## src/rtl/calc_ctrl.sv

```systemverilog
// ============================================================================
// Module   : calc_ctrl
// Brief    : Key-driven sequencing controller for a four-function calculator.
//            Builds decimal operands from keypad digits, latches operators,
//            and evaluates left-to-right chains of + - x (and / when built in).
// Options  : CALC_DIV_EN - include the restoring divider for the divide key.
// Revision : 1.0 - initial release
// ============================================================================
`default_nettype none

module calc_ctrl #(
  parameter int MAX_DIGITS = 4,
  parameter int RW         = 28
) (
  input  logic          clk,
  input  logic          rst_n,
  input  logic          key_flag_i,
  input  logic [3:0]    key_code_i,
  output logic [RW-1:0] disp_mag_o,
  output logic          disp_neg_o,
  output logic          err_o,
  output logic          busy_o,
  output logic          res_valid_o
);

  function automatic longint pow10(input int n);
    longint r;
    r = 1;
    for (int i = 0; i < n; i++) r = r * 10;
    return r;
  endfunction

  function automatic logic [RW-1:0] mag_of(input logic signed [RW-1:0] v);
    if (v[RW-1]) return $unsigned(-v);
    else         return $unsigned(v);
  endfunction

  localparam longint        ENT_MAX = pow10(MAX_DIGITS) - 1;
  localparam longint        LIMIT   = pow10(2 * MAX_DIGITS) - 1;
  localparam int            EW      = $clog2(ENT_MAX + 1);
  localparam int            PW      = RW + EW;
  localparam int            DW      = $clog2(MAX_DIGITS + 1);
  localparam logic [PW-1:0] LIMIT_P = PW'(LIMIT);

  typedef enum logic [2:0] {
    ST_A    = 3'd0,
    ST_OP   = 3'd1,
    ST_B    = 3'd2,
    ST_EXEC = 3'd3,
    ST_RES  = 3'd4,
    ST_ERR  = 3'd5
  } state_t;

  typedef enum logic [1:0] {
    OP_ADD = 2'd0,
    OP_SUB = 2'd1,
    OP_MUL = 2'd2,
    OP_DIV = 2'd3
  } op_t;

  state_t               state_q, state_d;
  logic [EW-1:0]        ent_q, ent_d;
  logic [DW-1:0]        dcnt_q, dcnt_d;
  logic signed [RW-1:0] acc_q, acc_d;
  op_t                  op_q, op_d;
  logic                 nxt_vld_q, nxt_vld_d;
  op_t                  nxt_op_q, nxt_op_d;
  logic                 err_q, err_d;
  logic                 busy_q, busy_d;
  logic                 rv_q, rv_d;
  logic [RW-1:0]        disp_mag_q, disp_mag_d;
  logic                 disp_neg_q, disp_neg_d;

  logic                 key_dig, key_opr, key_eq, key_clr;
  op_t                  key_op;
  logic [EW-1:0]        ent_app;

  logic signed [PW-1:0] acc_x, ent_x, alu_res;
  logic [PW-1:0]        alu_mag;
  logic                 alu_ovf;

  logic                 fin, fail;
  logic signed [RW-1:0] fin_val;

`ifdef CALC_DIV_EN
  localparam int        CW = $clog2(RW);
  logic [RW-1:0]        dq_q, dq_d;
  logic [EW-1:0]        rem_q, rem_d;
  logic [CW-1:0]        cnt_q, cnt_d;
  logic                 dneg_q, dneg_d;
  logic [EW:0]          rem_sh;
  logic                 div_ge;
  logic [EW-1:0]        rem_nx;
  logic [RW-1:0]        dq_nx;
  logic signed [RW-1:0] div_res;

  // One restoring-division step: shift in the next dividend bit, subtract if it fits
  always_comb begin
    rem_sh  = {rem_q, dq_q[RW-1]};
    div_ge  = (rem_sh >= {1'b0, ent_q});
    rem_nx  = div_ge ? EW'(rem_sh - {1'b0, ent_q}) : rem_sh[EW-1:0];
    dq_nx   = {dq_q[RW-2:0], div_ge};
    div_res = dneg_q ? -$signed(dq_nx) : $signed(dq_nx);
  end
`endif

  // Classify the incoming key; divide counts as an operator only when built in
  always_comb begin
    key_dig = key_flag_i && (key_code_i <= 4'd9);
`ifdef CALC_DIV_EN
    key_opr = key_flag_i && (key_code_i >= 4'd10) && (key_code_i <= 4'd13);
`else
    key_opr = key_flag_i && (key_code_i >= 4'd10) && (key_code_i <= 4'd12);
`endif
    key_eq  = key_flag_i && (key_code_i == 4'd14);
    key_clr = key_flag_i && (key_code_i == 4'd15);
    case (key_code_i)
      4'd11:   key_op = OP_SUB;
      4'd12:   key_op = OP_MUL;
      4'd13:   key_op = OP_DIV;
      default: key_op = OP_ADD;
    endcase
    ent_app = EW'(32'(ent_q) * 32'd10 + 32'(key_code_i));
  end

  // Single-cycle add/subtract/multiply at full precision with range check
  always_comb begin
    acc_x = PW'(acc_q);
    ent_x = $signed(PW'(ent_q));
    case (op_q)
      OP_SUB:  alu_res = acc_x - ent_x;
      OP_MUL:  alu_res = acc_x * ent_x;
      default: alu_res = acc_x + ent_x;
    endcase
    alu_mag = alu_res[PW-1] ? $unsigned(-alu_res) : $unsigned(alu_res);
    alu_ovf = (alu_mag > LIMIT_P);
  end

  // Next-state logic: key handling per state, execution, and display selection
  always_comb begin
    state_d    = state_q;
    ent_d      = ent_q;
    dcnt_d     = dcnt_q;
    acc_d      = acc_q;
    op_d       = op_q;
    nxt_vld_d  = nxt_vld_q;
    nxt_op_d   = nxt_op_q;
    err_d      = err_q;
    rv_d       = 1'b0;
    disp_mag_d = disp_mag_q;
    disp_neg_d = disp_neg_q;
    fin        = 1'b0;
    fail       = 1'b0;
    fin_val    = '0;
`ifdef CALC_DIV_EN
    dq_d       = dq_q;
    rem_d      = rem_q;
    cnt_d      = cnt_q;
    dneg_d     = dneg_q;
`endif

    if (state_q == ST_EXEC) begin
      // Keys are dropped entirely while executing
`ifdef CALC_DIV_EN
      if (op_q == OP_DIV) begin
        if ((cnt_q == '0) && (ent_q == '0)) begin
          fail = 1'b1;
        end else begin
          dq_d  = dq_nx;
          rem_d = rem_nx;
          cnt_d = cnt_q + CW'(1);
          if (cnt_q == CW'(RW - 1)) begin
            fin     = 1'b1;
            fin_val = div_res;
          end
        end
      end else
`endif
      begin
        if (alu_ovf) begin
          fail = 1'b1;
        end else begin
          fin     = 1'b1;
          fin_val = RW'(alu_res);
        end
      end

      if (fail) begin
        err_d   = 1'b1;
        state_d = ST_ERR;
      end else if (fin) begin
        acc_d = fin_val;
        rv_d  = 1'b1;
        if (nxt_vld_q) begin
          op_d      = nxt_op_q;
          nxt_vld_d = 1'b0;
          state_d   = ST_OP;
        end else begin
          state_d = ST_RES;
        end
      end
    end else if (key_clr) begin
      ent_d     = '0;
      dcnt_d    = '0;
      acc_d     = '0;
      op_d      = OP_ADD;
      nxt_vld_d = 1'b0;
      nxt_op_d  = OP_ADD;
      err_d     = 1'b0;
      state_d   = ST_A;
    end else begin
      case (state_q)
        ST_A, ST_B: begin
          if (key_dig) begin
            if (dcnt_q < DW'(MAX_DIGITS)) begin
              ent_d  = ent_app;
              dcnt_d = dcnt_q + DW'(1);
            end
          end else if (state_q == ST_A) begin
            if (key_opr) begin
              acc_d   = $signed(RW'(ent_q));
              op_d    = key_op;
              state_d = ST_OP;
            end else if (key_eq) begin
              acc_d   = $signed(RW'(ent_q));
              state_d = ST_RES;
            end
          end else if (key_opr || key_eq) begin
            // Second operand complete: remember any chained operator and run
            nxt_vld_d = key_opr;
            nxt_op_d  = key_op;
            state_d   = ST_EXEC;
`ifdef CALC_DIV_EN
            dq_d   = mag_of(acc_q);
            rem_d  = '0;
            cnt_d  = '0;
            dneg_d = acc_q[RW-1];
`endif
          end
        end
        ST_OP: begin
          if (key_dig) begin
            ent_d   = EW'(key_code_i);
            dcnt_d  = DW'(1);
            state_d = ST_B;
          end else if (key_opr) begin
            op_d = key_op;
          end
        end
        ST_RES: begin
          if (key_dig) begin
            // A fresh number discards the previous result
            ent_d   = EW'(key_code_i);
            dcnt_d  = DW'(1);
            acc_d   = '0;
            state_d = ST_A;
          end else if (key_opr) begin
            op_d    = key_op;
            state_d = ST_OP;
          end
        end
        default: ;
      endcase
    end

    case (state_d)
      ST_A, ST_B: begin
        disp_mag_d = RW'(ent_d);
        disp_neg_d = 1'b0;
      end
      ST_OP, ST_RES: begin
        disp_mag_d = mag_of(acc_d);
        disp_neg_d = acc_d[RW-1];
      end
      ST_ERR: begin
        disp_mag_d = '0;
        disp_neg_d = 1'b0;
      end
      default: ;
    endcase

    busy_d = (state_d == ST_EXEC);
  end

  // State and output registers; reset aborts any computation in flight
  always_ff @(posedge clk or negedge rst_n) begin
    if (!rst_n) begin
      state_q    <= ST_A;
      ent_q      <= '0;
      dcnt_q     <= '0;
      acc_q      <= '0;
      op_q       <= OP_ADD;
      nxt_vld_q  <= 1'b0;
      nxt_op_q   <= OP_ADD;
      err_q      <= 1'b0;
      busy_q     <= 1'b0;
      rv_q       <= 1'b0;
      disp_mag_q <= '0;
      disp_neg_q <= 1'b0;
`ifdef CALC_DIV_EN
      dq_q       <= '0;
      rem_q      <= '0;
      cnt_q      <= '0;
      dneg_q     <= 1'b0;
`endif
    end else begin
      state_q    <= state_d;
      ent_q      <= ent_d;
      dcnt_q     <= dcnt_d;
      acc_q      <= acc_d;
      op_q       <= op_d;
      nxt_vld_q  <= nxt_vld_d;
      nxt_op_q   <= nxt_op_d;
      err_q      <= err_d;
      busy_q     <= busy_d;
      rv_q       <= rv_d;
      disp_mag_q <= disp_mag_d;
      disp_neg_q <= disp_neg_d;
`ifdef CALC_DIV_EN
      dq_q       <= dq_d;
      rem_q      <= rem_d;
      cnt_q      <= cnt_d;
      dneg_q     <= dneg_d;
`endif
    end
  end

  assign disp_mag_o  = disp_mag_q;
  assign disp_neg_o  = disp_neg_q;
  assign err_o       = err_q;
  assign busy_o      = busy_q;
  assign res_valid_o = rv_q;

endmodule

`default_nettype wire

```

## config.mk

```make
export PLATFORM = sky130hd
export DESIGN_NAME = calc_ctrl
export DESIGN_NICKNAME = d
export VERILOG_FILES = /design/src/rtl/calc_ctrl.sv
export SDC_FILE = /design/constraint.sdc
export NUM_CORES = 1
export LEC_CHECK = 0
export ABC_AREA = 0
export BUFFER_PORTS_ARGS = -buffer_cell sky130_fd_sc_hd__buf_2
export CAP_MARGIN = 0
export CORE_MARGIN = 2
export CORE_UTILIZATION = 49
export CTS_BUF_LIST = sky130_fd_sc_hd__clkbuf_16
export DETAILED_ROUTE_END_ITERATION = 7
export GPL_ROUTABILITY_DRIVEN = 0
export GPL_TIMING_DRIVEN = 0
export HOLD_SLACK_MARGIN = 0.08
export PLACE_DENSITY = 0.73
export SETUP_SLACK_MARGIN = 0.3
export SYNTH_ARGS = -nofsm -noshare
export SYNTH_HDL_FRONTEND = slang
export SYNTH_SLANG_ARGS = --single-unit
```

## constraint.sdc

```tcl
create_clock -name clk -period 13.29 [get_ports clk]
set_clock_uncertainty 0.15 [all_clocks]
set_input_delay 1.9935 -clock clk [delete_from_list [all_inputs] [get_ports clk]]
set_output_delay 1.9935 -clock clk [all_outputs]
set_load 0.01 [all_outputs]
```

Word level (Yosys, flattened, before mapping)
Index checks and enable logic that the tools add are counted.
Widths: inputs -> output; s select.
Storage, ports and cells
  register bits after elaboration: 85
  latch bits: 0
  RAM bits: 0
  bits in read-only memories: 0
  input bits: 7
  output and inout port bits: 32
  logic and storage cells: 158
  memories: 0
Cells by class
  $add $sub $neg: 6
  $mul: 2
  divide/modulo/power cells: 0
  $lt $le $gt $ge: 5
  equality and inequality tests: 30
  shift-type cells: 0
  mux-type cells: 75
  bitwise logic cells: 1
  reduce and logical (&&, ||, !) cells: 27
Operators with widths (count)
  $mux 28: 11
  $pmux 28 s3: 1
  $pmux 42 s2: 1
  $mux 14: 5
  $pmux 28 s2: 1
  $mux 3: 17
  $gt 42x27->1 const B: 1
  $mul 28x15->42: 1
  $mux 42: 1
  $neg 42->42: 1
  $add 28x15->29: 1
  $sub 28x15->29: 1
  $mux 2: 14
  $neg 28->28: 1
  $pmux 14 s2: 1
  $eq 4x4->1 const B: 5
  $mux 1: 18
  $add 14x4->14: 1
  $mul 14x3->13 const B: 1
  $eq 3x2->1 const B: 4
  $reduce_bool 3->1: 4
  $reduce_and 5->1: 2
  $eq 3x3->1 const B: 3
  $ne 3x3->1 const B: 3
  other kinds (28): 47

Logic depth before layout (Yosys ltp)
  depth after elaboration: 13
  mapped depth: 44
  mapped depth without buffers: 37

Worst setup path before layout
OpenSTA, ideal clock, no wires.
  kind: flip-flop to flip-flop
  from: register acc_q[14]
  to: register disp_mag_q[16] (netlist: disp_mag_o[16])
  library setup time: 0.132 ns
  arrival time: 9.778 ns
  required time: 13.008 ns
  slack: 3.230 ns
  cell stages (with the launch flop): 39
  path buffers: 7
  clock period less this slack: 10.060 ns
  cell sequence: dfrtp_1 > buf_1 > clkbuf_1 > clkbuf_1 > nand2_1 > fa_1 > inv_1 > fa_1 > fa_1 > fa_1 > fa_1 > inv_1 > fa_1 > inv_1 > ha_1 > clkbuf_1 > nand2_1 > o21ai_0 > [... 3 more ...] > mux2i_1 > nand2_1 > or3_1 > o31ai_1 > nand2b_1 > a2111oi_0 > o211a_2 > o21ai_2 > buf_2 > buf_2 > a21oi_1 > ha_1 > inv_1 > nand4bb_1 > clkbuf_1 > o31ai_1 > xor2_1 > o21ai_1
Between the ends
  longest elaborated chain between the ends: 13
  elaborated cells between the ends (all ways): 36
  classes of those cells: add/sub (4); mul (1); order compare (1); eq/ne (4); mux (22); reduce/logical (4)
RTL lines
  start, declared: line 64  | logic signed [RW-1:0] acc_q, acc_d;
  start signal, assigned: line 291  | acc_q <= '0;
  start signal, assigned: line 310  | acc_q <= acc_d;
  $mul 28x15->42 (tied with other cells): line 132  | OP_MUL: alu_res = acc_x * ent_x;
  $pmux 42 s2: line 130  | case (op_q)
  $neg 42->42: line 135  | alu_mag = alu_res[PW-1] ? $unsigned(-alu_res) : $unsigned(alu_res);
  $mux 42: line 135
  $gt 42x27->1: line 136  | alu_ovf = (alu_mag > LIMIT_P);
  $mux 1: line 180  | if (alu_ovf) begin
  $mux 1: line 162  | if (state_q == ST_EXEC) begin
  $mux 28 / $mux 3 (equally long branches): line 191  | end else if (fin) begin
  $mux 28 / $mux 3 (equally long branches): line 188  | if (fail) begin
  $mux 28 / $mux 3 (equally long branches): line 162
  $neg 28->28 (tied with other cells): line 34  | if (v[RW-1]) return $unsigned(-v);
  $mux 28 / $reduce_or 2->1 (equally long branches): line 34, 266
  $pmux 28 s3 / $reduce_bool 3->1 (equally long branches)
  end signal, assigned: line 317  | disp_mag_q <= disp_mag_d;
  end, declared: line 71  | logic [RW-1:0] disp_mag_q, disp_mag_d;
Parallel ways exist; a longest one is shown, timed or not. The select of a mux whose other input is x is not followed.
A chain may end at the register's enable or synchronous reset.

Final worst setup path
Same ends and word-level chain as after synthesis.

==> flow_summary.yaml <==
outcome:
  status: "finished with violations"
  violations: "DRC"
yosys:
  yosysTopAreaCellShare: 0.2968
  yosys.area.top_type: "fa_1"
  synth-compound-area-share: 0.1734
  synth_edf_count: 0
  ys_warn_count: 0
  synth_xor_xnor_area_share: 0.02978
  synthMuxAreaShare: 0.008456
  mappedNetlistNets: 3531
  synth_simple_gate_area_share: 0.2211
  synth_area_sq_um: 24410
  ys_seq_elements: 85
  yosys-top-cells-area: "fa_1, dfrtp_1, ha_1"
  synthAdderAreaFrac: 0.3742
  syn_avg_cell_area_sq_um: 8.108
  synth_top_family_by_area: "adder cells"
  seq_area_frac_synth: 0.08712
  netlist_instances: 3011
  synth_top_flop_cell: "dfrtp_1"
  ys_async_sr_fraction: 1.000
  ys_types: 107
worst_setup_path:
  timing.rr.start: "acc_q[14]"
  critPathMostFrequentCell: "fa_1"
  startpoint_type: "flop"
  rrSetupSlack_ps: 790
  cp.arrival_ps: 12550
  r2r-end: "disp_mag_o[16]"
  critPathKind: "flop to flop"
  slowest_stage: "fa_1"
  slowest_delay_ps: 600
  crit_fanout: 10
  cp-end-kind: "flop"
  reg2regPathDepth: 40
  cp.required_ps: 13340
global_routing:
  grt_antenna_before_repair: 4
  use_met3: 0.08363
  grt_usage: 0.3459
  use_met1: 0.4337
  top_usage_layer: "met2"
  grt_max_degree: 69
  use_met2: 0.5340
  grt_pass1_vias: 23560
  grt-ovfl-total: 0
  grt_pass1_wl_um: 134800
sta:
  fmax_mhz: 79.99
  setup_violations: 0
  period_share: 0.9407
  worst_slew_pin_slew_ps: 1123
  finalCriticalPeriod_ps: 12500
  finalHoldViolCount: 0
  holdWs_ps: 332.3
  relSlewSlack: 0.2447
  setup_ws_ps: 788.0
  rsz0062_at_grt: "no"
  slew_violations: 0
detailed_routing:
  ant_nets: 0
  drt_iter0_drc: 2986
  vias_per_cell: 6.285
  drc: 9
  wire_per_inst_um: 23.40
  firstDrtPassIters: 8
  drt-total-wl_um: 87360
  vias: 23460
clock_tree:
  cts_tree: "built"
  cts_buffers: 9
  htree_levels: 3
  clock_latency_ps: 340
  cts.sinks: 85
  cts_buffer_depth: 2
  cts-root-buf: "clkbuf_16"
  holdBufCountCts: 0
  path_clk_slew_ps: 60
floorplan:
  start_util: 0.4977
  die_w_um: 227.2
  die_h_um: 227.2
  die_area_sq_um: 51630
  core_region_area_sq_um: 49050
  ios: 39
  rows: 81
worst_hold_path:
  hold_class: "flop to flop"
  min-delay-start: "disp_mag_o[18]"
  holdPathEnd: "disp_mag_o[18]"
  min_path_cells: 2
placed_design:
  port_buffers: 38
  place_worst_setup_slack_ps: -4.321
  place_inst: 3714
  place.detailed.hpwl_um: 70960
finish:
  layout_commonest_cell: "inv_1"
  fin_util: 0.5281
  instances_no_fill: 3733
  drive_gt1_frac: 0.06128
  nets: 3583
  syn2layout_area_growth_pct: 6.103
  layout.cells.most_common_list: "inv_1, fa_1, nand2_1, and2_1, nor2_1"
  fill_cells: 4748
flow_run:
  cap_violations: 0
cell type report:
type	count	area, sq um	area share
clock inverters	7	113.9	0.004395
diodes	1	2.502	0.00009660
clock buffers	9	225.2	0.008694
multi-input cells	2247	19740	0.7620
repair buffers	41	235.2	0.009080
well taps	664	830.8	0.03207
plain buffers	172	725.7	0.02801
flip-flops and latches	85	2127	0.08211
inverters	507	1904	0.07351
kinds of logic after synthesis:
family	Yosys count
compound gates	590
xor+xnor	83
fa+ha+maj	513
buf+inv	679
flops	85
mux	20
simple gates	1041
state kept, by name (all words and copies together), names as in the netlist:
signal and cells:
acc_q 28, busy_o 1, dcnt_q 3, disp_mag_o 28, disp_neg_o 1, ent_q 14, err_o 1, nxt_op_q 2
nxt_vld_q 1, op_q 2, res_valid_o 1, state_q 3
cell usage after synthesis (all sizes together), types with 10 or more instances:
cell	instances
inv	504
fa	362
nand2	326
and2	230
nor2	163
ha	151
clkbuf	142
a21oi	119
o21ai	111
dfrtp	85
xnor2	62
nor3	52
nand3	48
nand4	46
buf	30
nor4	27
a22o	25
nand2b	24
o31ai	23
a31oi	22
or3	22
xor2	21
a21o	19
o21a	19
a22oi	18
and3	18
a211oi	17
o211ai	17
a221oi	16
o221ai	16
mux2i	15
or2	14
a221o	13
nor2b	13
o21bai	13
o22ai	13
nor3b	12
a211o	10
per-stage QoR:
stage / setup TNS, ps / instance area (sq um)
2_1_floorplan: 0 / 24410
6_report: 0 / 25900
3_3_place_gp: 0 / 25440
5_1_grt: 0 / 25900
3_5_place_dp: -4.321 / 25470
4_1_cts: 0 / 25810
what timing repair did:
| action | CTS | global route |
|---|---|---|
| setup endpoints to repair | 10 | 22 |
| cloned | 0 | 0 |
| resized for setup | 5 | 72 |
| buffers inserted | 0 | 2 |
layer usage:
metal	vias up	part of all wire
met3	406	0.12
met5	-	0.00015
li1	10100	-
met2	1645	0.43
met4	2	0.081
met1	11310	0.36
critical path: cells and delay by family, from the launching register on:
| kind | cells | cell delay (ps) |
|---|---|---|
| AO/OA/AOI/OAI | 12 | 3710 |
| XOR/XNOR | 1 | 290 |
| adder cells (fa/ha/maj) | 8 | 3650 |
| buffers and inverters | 12 | 2550 |
| flip-flops | 1 | 410 |
| AND/OR/NAND/NOR | 7 | 1590 |
worst max path at each step:
stage,slack (ps),cells after the start,end,from
after floorplan,3230,38,disp_mag_o[16],acc_q[14]
after global placement,0.6,39,disp_mag_o[16],acc_q[17]
after detailed placement,-4,39,disp_mag_o[16],acc_q[17]
after CTS,340,39,disp_mag_o[16],acc_q[14]
after global routing,340,40,disp_mag_o[16],acc_q[14]
final,790,40,disp_mag_o[16],acc_q[14]
Power is not shown: default switching activity piles up to over one toggle a cycle in this logic, so the estimate is an artifact.
